**config.mk**
```make
export PLATFORM = sky130hd
export DESIGN_NAME = ghostbus_arb2
export DESIGN_NICKNAME = d
export VERILOG_FILES = /design/src/rtl/ghostbus_arb2.sv
export SDC_FILE = /design/constraint.sdc
export NUM_CORES = 1
export LEC_CHECK = 0
export CAP_MARGIN = 0
export CORE_ASPECT_RATIO = 0.9
export CORE_UTILIZATION = 30
export DETAILED_ROUTE_END_ITERATION = 6
export GPL_TIMING_DRIVEN = 0
export PLACE_DENSITY = 0.7
export SLEW_MARGIN = 20
export SYNTH_ARGS = -nofsm -noshare
export SYNTH_HDL_FRONTEND = slang
export SYNTH_SLANG_ARGS = --single-unit
```
**constraint.sdc**
```tcl
create_clock -name clk -period 3.6 [get_ports clk]
set_input_delay 1.08 -clock clk [delete_from_list [all_inputs] [get_ports clk]]
set_output_delay 1.08 -clock clk [all_outputs]
set_load 0.01 [all_outputs]
```
**src/rtl/ghostbus_arb2.sv**
```systemverilog
// ghostbus_arb2: two-requester round-robin arbiter onto a single shared
// register bus. One transaction at a time.
//   write: IDLE -> ISSUE -> IDLE
//   read : IDLE -> ISSUE -> WAIT (RD_LAT cycles) -> DONE -> IDLE
// Every output is registered, so each output register is loaded from the
// next-state decode and lines up exactly with the state it belongs to.
//
// State table
//   state | meaning
//   IDLE  | sample requests, pick winner, latch its command onto bus_addr/wdata
//   ISSUE | one-cycle bus strobe (we or re) and ack to the winner
//   WAIT  | read in flight, down-counter runs RD_LAT cycles, captures on last
//   DONE  | one-cycle rvalid to the winner with the captured read data
//
// Ports
//   clk, rst              : clock, synchronous active-high reset
//   mN_req/we/addr/wdata  : requester N command (N = 0, 1), held until ack
//   mN_ack                : one-cycle accept pulse (ISSUE cycle)
//   mN_rvalid/mN_rdata    : one-cycle read completion, rdata holds afterwards
//   bus_addr/wdata/we/re  : shared bus command, strobes only in ISSUE
//   bus_rdata             : shared bus read data, valid RD_LAT cycles after re
//   busy                  : high whenever the FSM is not in IDLE
module ghostbus_arb2 #(
    parameter int AW     = 24,
    parameter int DW     = 32,
    parameter int RD_LAT = 1
) (
    input  logic          clk,
    input  logic          rst,
    input  logic          m0_req,
    input  logic          m0_we,
    input  logic [AW-1:0] m0_addr,
    input  logic [DW-1:0] m0_wdata,
    output logic          m0_ack,
    output logic          m0_rvalid,
    output logic [DW-1:0] m0_rdata,
    input  logic          m1_req,
    input  logic          m1_we,
    input  logic [AW-1:0] m1_addr,
    input  logic [DW-1:0] m1_wdata,
    output logic          m1_ack,
    output logic          m1_rvalid,
    output logic [DW-1:0] m1_rdata,
    output logic [AW-1:0] bus_addr,
    output logic [DW-1:0] bus_wdata,
    output logic          bus_we,
    output logic          bus_re,
    input  logic [DW-1:0] bus_rdata,
    output logic          busy
);

    typedef enum logic [1:0] {IDLE, ISSUE, WAIT, DONE} state_t;

    // WAIT terminates when the counter reaches zero, so load RD_LAT-1.
    localparam logic [3:0] LP_CNT_INIT = 4'(RD_LAT - 1);

    state_t        r_state, w_state_nxt;
    logic          r_last, w_last_nxt;     // last granted requester
    logic          r_win, w_win_nxt;       // current transaction owner
    logic          r_we, w_we_nxt;
    logic [3:0]    r_cnt, w_cnt_nxt;
    logic [AW-1:0] r_bus_addr, w_bus_addr_nxt;
    logic [DW-1:0] r_bus_wdata, w_bus_wdata_nxt;
    logic [DW-1:0] r_m0_rdata, w_m0_rdata_nxt;
    logic [DW-1:0] r_m1_rdata, w_m1_rdata_nxt;
    logic          r_bus_we, w_bus_we_nxt;
    logic          r_bus_re, w_bus_re_nxt;
    logic          r_m0_ack, w_m0_ack_nxt;
    logic          r_m1_ack, w_m1_ack_nxt;
    logic          r_m0_rvalid, w_m0_rvalid_nxt;
    logic          r_m1_rvalid, w_m1_rvalid_nxt;
    logic          r_busy, w_busy_nxt;
    logic          w_issue_nxt;
    logic          w_done_nxt;

    always_comb begin
        w_state_nxt     = r_state;
        w_last_nxt      = r_last;
        w_win_nxt       = r_win;
        w_we_nxt        = r_we;
        w_cnt_nxt       = r_cnt;
        w_bus_addr_nxt  = r_bus_addr;
        w_bus_wdata_nxt = r_bus_wdata;
        w_m0_rdata_nxt  = r_m0_rdata;
        w_m1_rdata_nxt  = r_m1_rdata;

        case (r_state)
            IDLE: begin
                if (m0_req || m1_req) begin
                    // On a tie the requester not granted last wins.
                    w_win_nxt       = (m0_req && m1_req) ? ~r_last : m1_req;
                    w_last_nxt      = w_win_nxt;
                    w_we_nxt        = w_win_nxt ? m1_we    : m0_we;
                    w_bus_addr_nxt  = w_win_nxt ? m1_addr  : m0_addr;
                    w_bus_wdata_nxt = w_win_nxt ? m1_wdata : m0_wdata;
                    w_state_nxt     = ISSUE;
                end
            end
            ISSUE: begin
                if (r_we) begin
                    w_state_nxt = IDLE;
                end else begin
                    w_state_nxt = WAIT;
                    w_cnt_nxt   = LP_CNT_INIT;
                end
            end
            WAIT: begin
                if (r_cnt == 4'd0) begin
                    w_state_nxt = DONE;
                    if (r_win) begin
                        w_m1_rdata_nxt = bus_rdata;
                    end else begin
                        w_m0_rdata_nxt = bus_rdata;
                    end
                end else begin
                    w_cnt_nxt = r_cnt - 4'd1;
                end
            end
            DONE: begin
                w_state_nxt = IDLE;
            end
            default: begin
                w_state_nxt = IDLE;
            end
        endcase

        w_issue_nxt     = (w_state_nxt == ISSUE);
        w_done_nxt      = (w_state_nxt == DONE);
        w_bus_we_nxt    = w_issue_nxt &  w_we_nxt;
        w_bus_re_nxt    = w_issue_nxt & ~w_we_nxt;
        w_m0_ack_nxt    = w_issue_nxt & ~w_win_nxt;
        w_m1_ack_nxt    = w_issue_nxt &  w_win_nxt;
        w_m0_rvalid_nxt = w_done_nxt  & ~w_win_nxt;
        w_m1_rvalid_nxt = w_done_nxt  &  w_win_nxt;
        w_busy_nxt      = (w_state_nxt != IDLE);
    end

    always_ff @(posedge clk) begin
        if (rst) begin
            r_state     <= IDLE;
            r_last      <= 1'b1;   // m0 wins the first tie
            r_win       <= 1'b0;
            r_we        <= 1'b0;
            r_cnt       <= 4'd0;
            r_bus_addr  <= '0;
            r_bus_wdata <= '0;
            r_m0_rdata  <= '0;
            r_m1_rdata  <= '0;
            r_bus_we    <= 1'b0;
            r_bus_re    <= 1'b0;
            r_m0_ack    <= 1'b0;
            r_m1_ack    <= 1'b0;
            r_m0_rvalid <= 1'b0;
            r_m1_rvalid <= 1'b0;
            r_busy      <= 1'b0;
        end else begin
            r_state     <= w_state_nxt;
            r_last      <= w_last_nxt;
            r_win       <= w_win_nxt;
            r_we        <= w_we_nxt;
            r_cnt       <= w_cnt_nxt;
            r_bus_addr  <= w_bus_addr_nxt;
            r_bus_wdata <= w_bus_wdata_nxt;
            r_m0_rdata  <= w_m0_rdata_nxt;
            r_m1_rdata  <= w_m1_rdata_nxt;
            r_bus_we    <= w_bus_we_nxt;
            r_bus_re    <= w_bus_re_nxt;
            r_m0_ack    <= w_m0_ack_nxt;
            r_m1_ack    <= w_m1_ack_nxt;
            r_m0_rvalid <= w_m0_rvalid_nxt;
            r_m1_rvalid <= w_m1_rvalid_nxt;
            r_busy      <= w_busy_nxt;
        end
    end

    assign bus_addr  = r_bus_addr;
    assign bus_wdata = r_bus_wdata;
    assign bus_we    = r_bus_we;
    assign bus_re    = r_bus_re;
    assign m0_ack    = r_m0_ack;
    assign m1_ack    = r_m1_ack;
    assign m0_rvalid = r_m0_rvalid;
    assign m1_rvalid = r_m1_rvalid;
    assign m0_rdata  = r_m0_rdata;
    assign m1_rdata  = r_m1_rdata;
    assign busy      = r_busy;

endmodule

```
==> out/metrics.csv <==
metric,value,unit
cts_max_path_buffers,2,
htree_levels,4,
p_sw,1.27,mW
die-width,148,um
diodes,0,
required,3.92,ns
area_growth,63.4,%
grt_pass1_wl,30800,um
syn_area,5740,um^2
drc,0,
dr.pass1.iters,6,
final_net_count,1072,
synthesis.nets,778,
antenna_found_initial,0,
worstHoldEndpoint,m0_rdata[1],
pwr-share-clk,0.382,
port_buffers,275,
dr_total_vias,5662,
clkTransAtPathRegs,0.06,ns
slowest_delay,0.50,ns
leakagePower,3.59,nW
min_path_cells,2,
cp-start-kind,input port,
dp_hpwl,14500,um
routedWlPerCell,16.4,um
ys_ff_latch,136,
viasPerCell,4.80,
grt_start_max_net_pins,17,
maxSlewViolCount,0,
cts_hold_buf,0,
postRouteAntennaNets,0,
critPathArrivalTime,2.91,ns
status,"complete, no violations",
instances_no_fill,1179,
hp-class,reg2reg,
relSlewSlack,0.533,
power_density,484,nW/um^2
fillers,1814,
cts_root_buf,clkbuf_16,
ctsResizeCount,0,
grt_overflow,0,
worstMarginPinSlew,0.701,ns
syn_area_per_cell,9.16,um^2
crit_type,in2reg,
endpoint_kind,register,
p_int,3.28,mW
netSwitchingFraction,0.278,
routed_wl,19300,um
hold_start,m0_rdata[1],
clk_latency,0.42,ns
ys.flop_type,dfxtp_1,
cts_tree,yes,
core_area,18600,um^2
reg2reg_to,m0_ack,
drv_cap,0,
tns,0,ns
final_common_cell,clkdlybuf4s50_1,
stdcell_area,9380,um^2
start_util,0.309,
rsz0062_at_grt,false,
async_flop_share,0,
worstPathMaxFanout,10,
dp.cells,1147,
die_area,19700,um^2
placementRows,47,
ir_drop,0.279,mV
cts_buffers,17,
cts_num_sinks,136,
final_core_util,0.505,
r2r_cells,4,
finalCritPeriodShare,0.722,
globalplace.congestion,0.863,
ys.warnings.count,0,
post_cts_buffers,0,
cp_slowest_cell,clkdlybuf4s50_1,
synth_edf_count,0,
r2r_slack,1.64,ns
path_cells,clkdlybuf4s50_1 -> a21boi_1 -> buf_2 -> buf_2 -> nand2_1 -> a311oi_1,
pin_count,277,
comb_power_share,0.236,
drive_gt1_frac,0.0535,
period_needed,2.60,ns
layout_common_cells,"275 x clkdlybuf4s50_1, 136 x dfxtp_1, 114 x nand2_1",
reg2reg_from,r_state[1],
finalHoldViolCount,0,
setup_viol,0,
dpl_cell_area,8800,um^2
syn_inst,627,
max_freq,385,MHz
die_y,133,um
finClkSkew,0.00884,ns
crit_path_frequent_cell,buf_2,
seq_area_frac_synth,0.474,
drt_iter0_drc,139,
pwr-share-seq,0.382,
synth_cell_types,33,
track_usage,0.199,
grt_pass1_vias,5687,
## through the flow
step | power [mW] | hold slack (ns) | setup slack (ns)
floorplan | 2.25 | 0.473 | 1.43
global placement | 2.84 | 0.459 | 0.585
detailed placement | 2.84 | 0.465 | 0.543
CTS | 4.59 | 0.474 | 0.979
global route | 4.75 | 0.485 | 0.856
finish | 4.54 | 0.469 | 1.00
## worst max-delay path by stage
stage	from	to	cells past startpoint
after floorplan	m1_req	bus_addr[0]	6
after global placement	m1_req	bus_wdata[0]	6
after detailed placement	m1_req	bus_addr[12]	6
after CTS	m1_req	bus_addr[14]	6
after global routing	m0_req	bus_addr[12]	7
final	m1_req	bus_addr[14]	6
## cell usage after synthesis (all sizes together), types with 3 or more instances
library cell	n	area, um^2
buf	16	98.8
nor3	6	41.3
o211ai	3	22.5
nand2b	98	613
a311oi	56	490
clkbuf	41	154
nand2	114	428
inv	3	11.3
mux2i	65	651
or3b	3	26.3
a21oi	63	315
dfxtp	136	2720
## power groups by stage
stage | sequential [mW] | combinational (mW) | clock [mW]
after global routing | 1.75 | 1.16 | 1.84
after floorplan | 1.82 | 0.423 | 0
after detailed placement | 1.77 | 1.07 | 0
after global placement | 1.76 | 1.07 | 0
final | 1.74 | 1.07 | 1.74
after CTS | 1.74 | 1.08 | 1.77
## layout make-up
class	instances	area, um^2	area share
buffer	57	253	0.0269
inverter	3	11.3	0.00120
multi-input combinational	431	2750	0.294
clock inverter	12	125	0.0133
clock buffer	20	457	0.0487
tap	245	307	0.0327
sequential	136	2720	0.290
timing repair buffer	275	2750	0.293
## per-layer routing
layer,global-route usage,part of all wire,vias up
li1,-,-,2779
met1,0.234,0.42,2620
met2,0.329,0.47,237
met3,0.0760,0.096,26
met4,0.0704,0.018,0
met5,0,0,-
## critical path, delay by kind of cell
family          cells  cell delay (ns)
compound gates      2             0.67
simple gates        1             0.08
buf+inv             3             1.08
## flip-flops by register name (all words and copies together), names as in the netlist, 2 cells and up
register and cells:
r_cnt 4, bus_addr 24, bus_wdata 32, m0_rdata 32, m1_rdata 32, r_state 2
## kinds of logic after synthesis
family | after synthesis | share of synthesized area
flip-flops | 136 | 0.474
buffers and inverters | 60 | 0.0460
AO/OA/AOI/OAI | 130 | 0.155
multiplexers | 65 | 0.113
adder cells (fa/ha/maj) | 1 | 0.00218
AND/OR/NAND/NOR | 235 | 0.209
No activity file was read; power rests on OpenSTA's default activity.
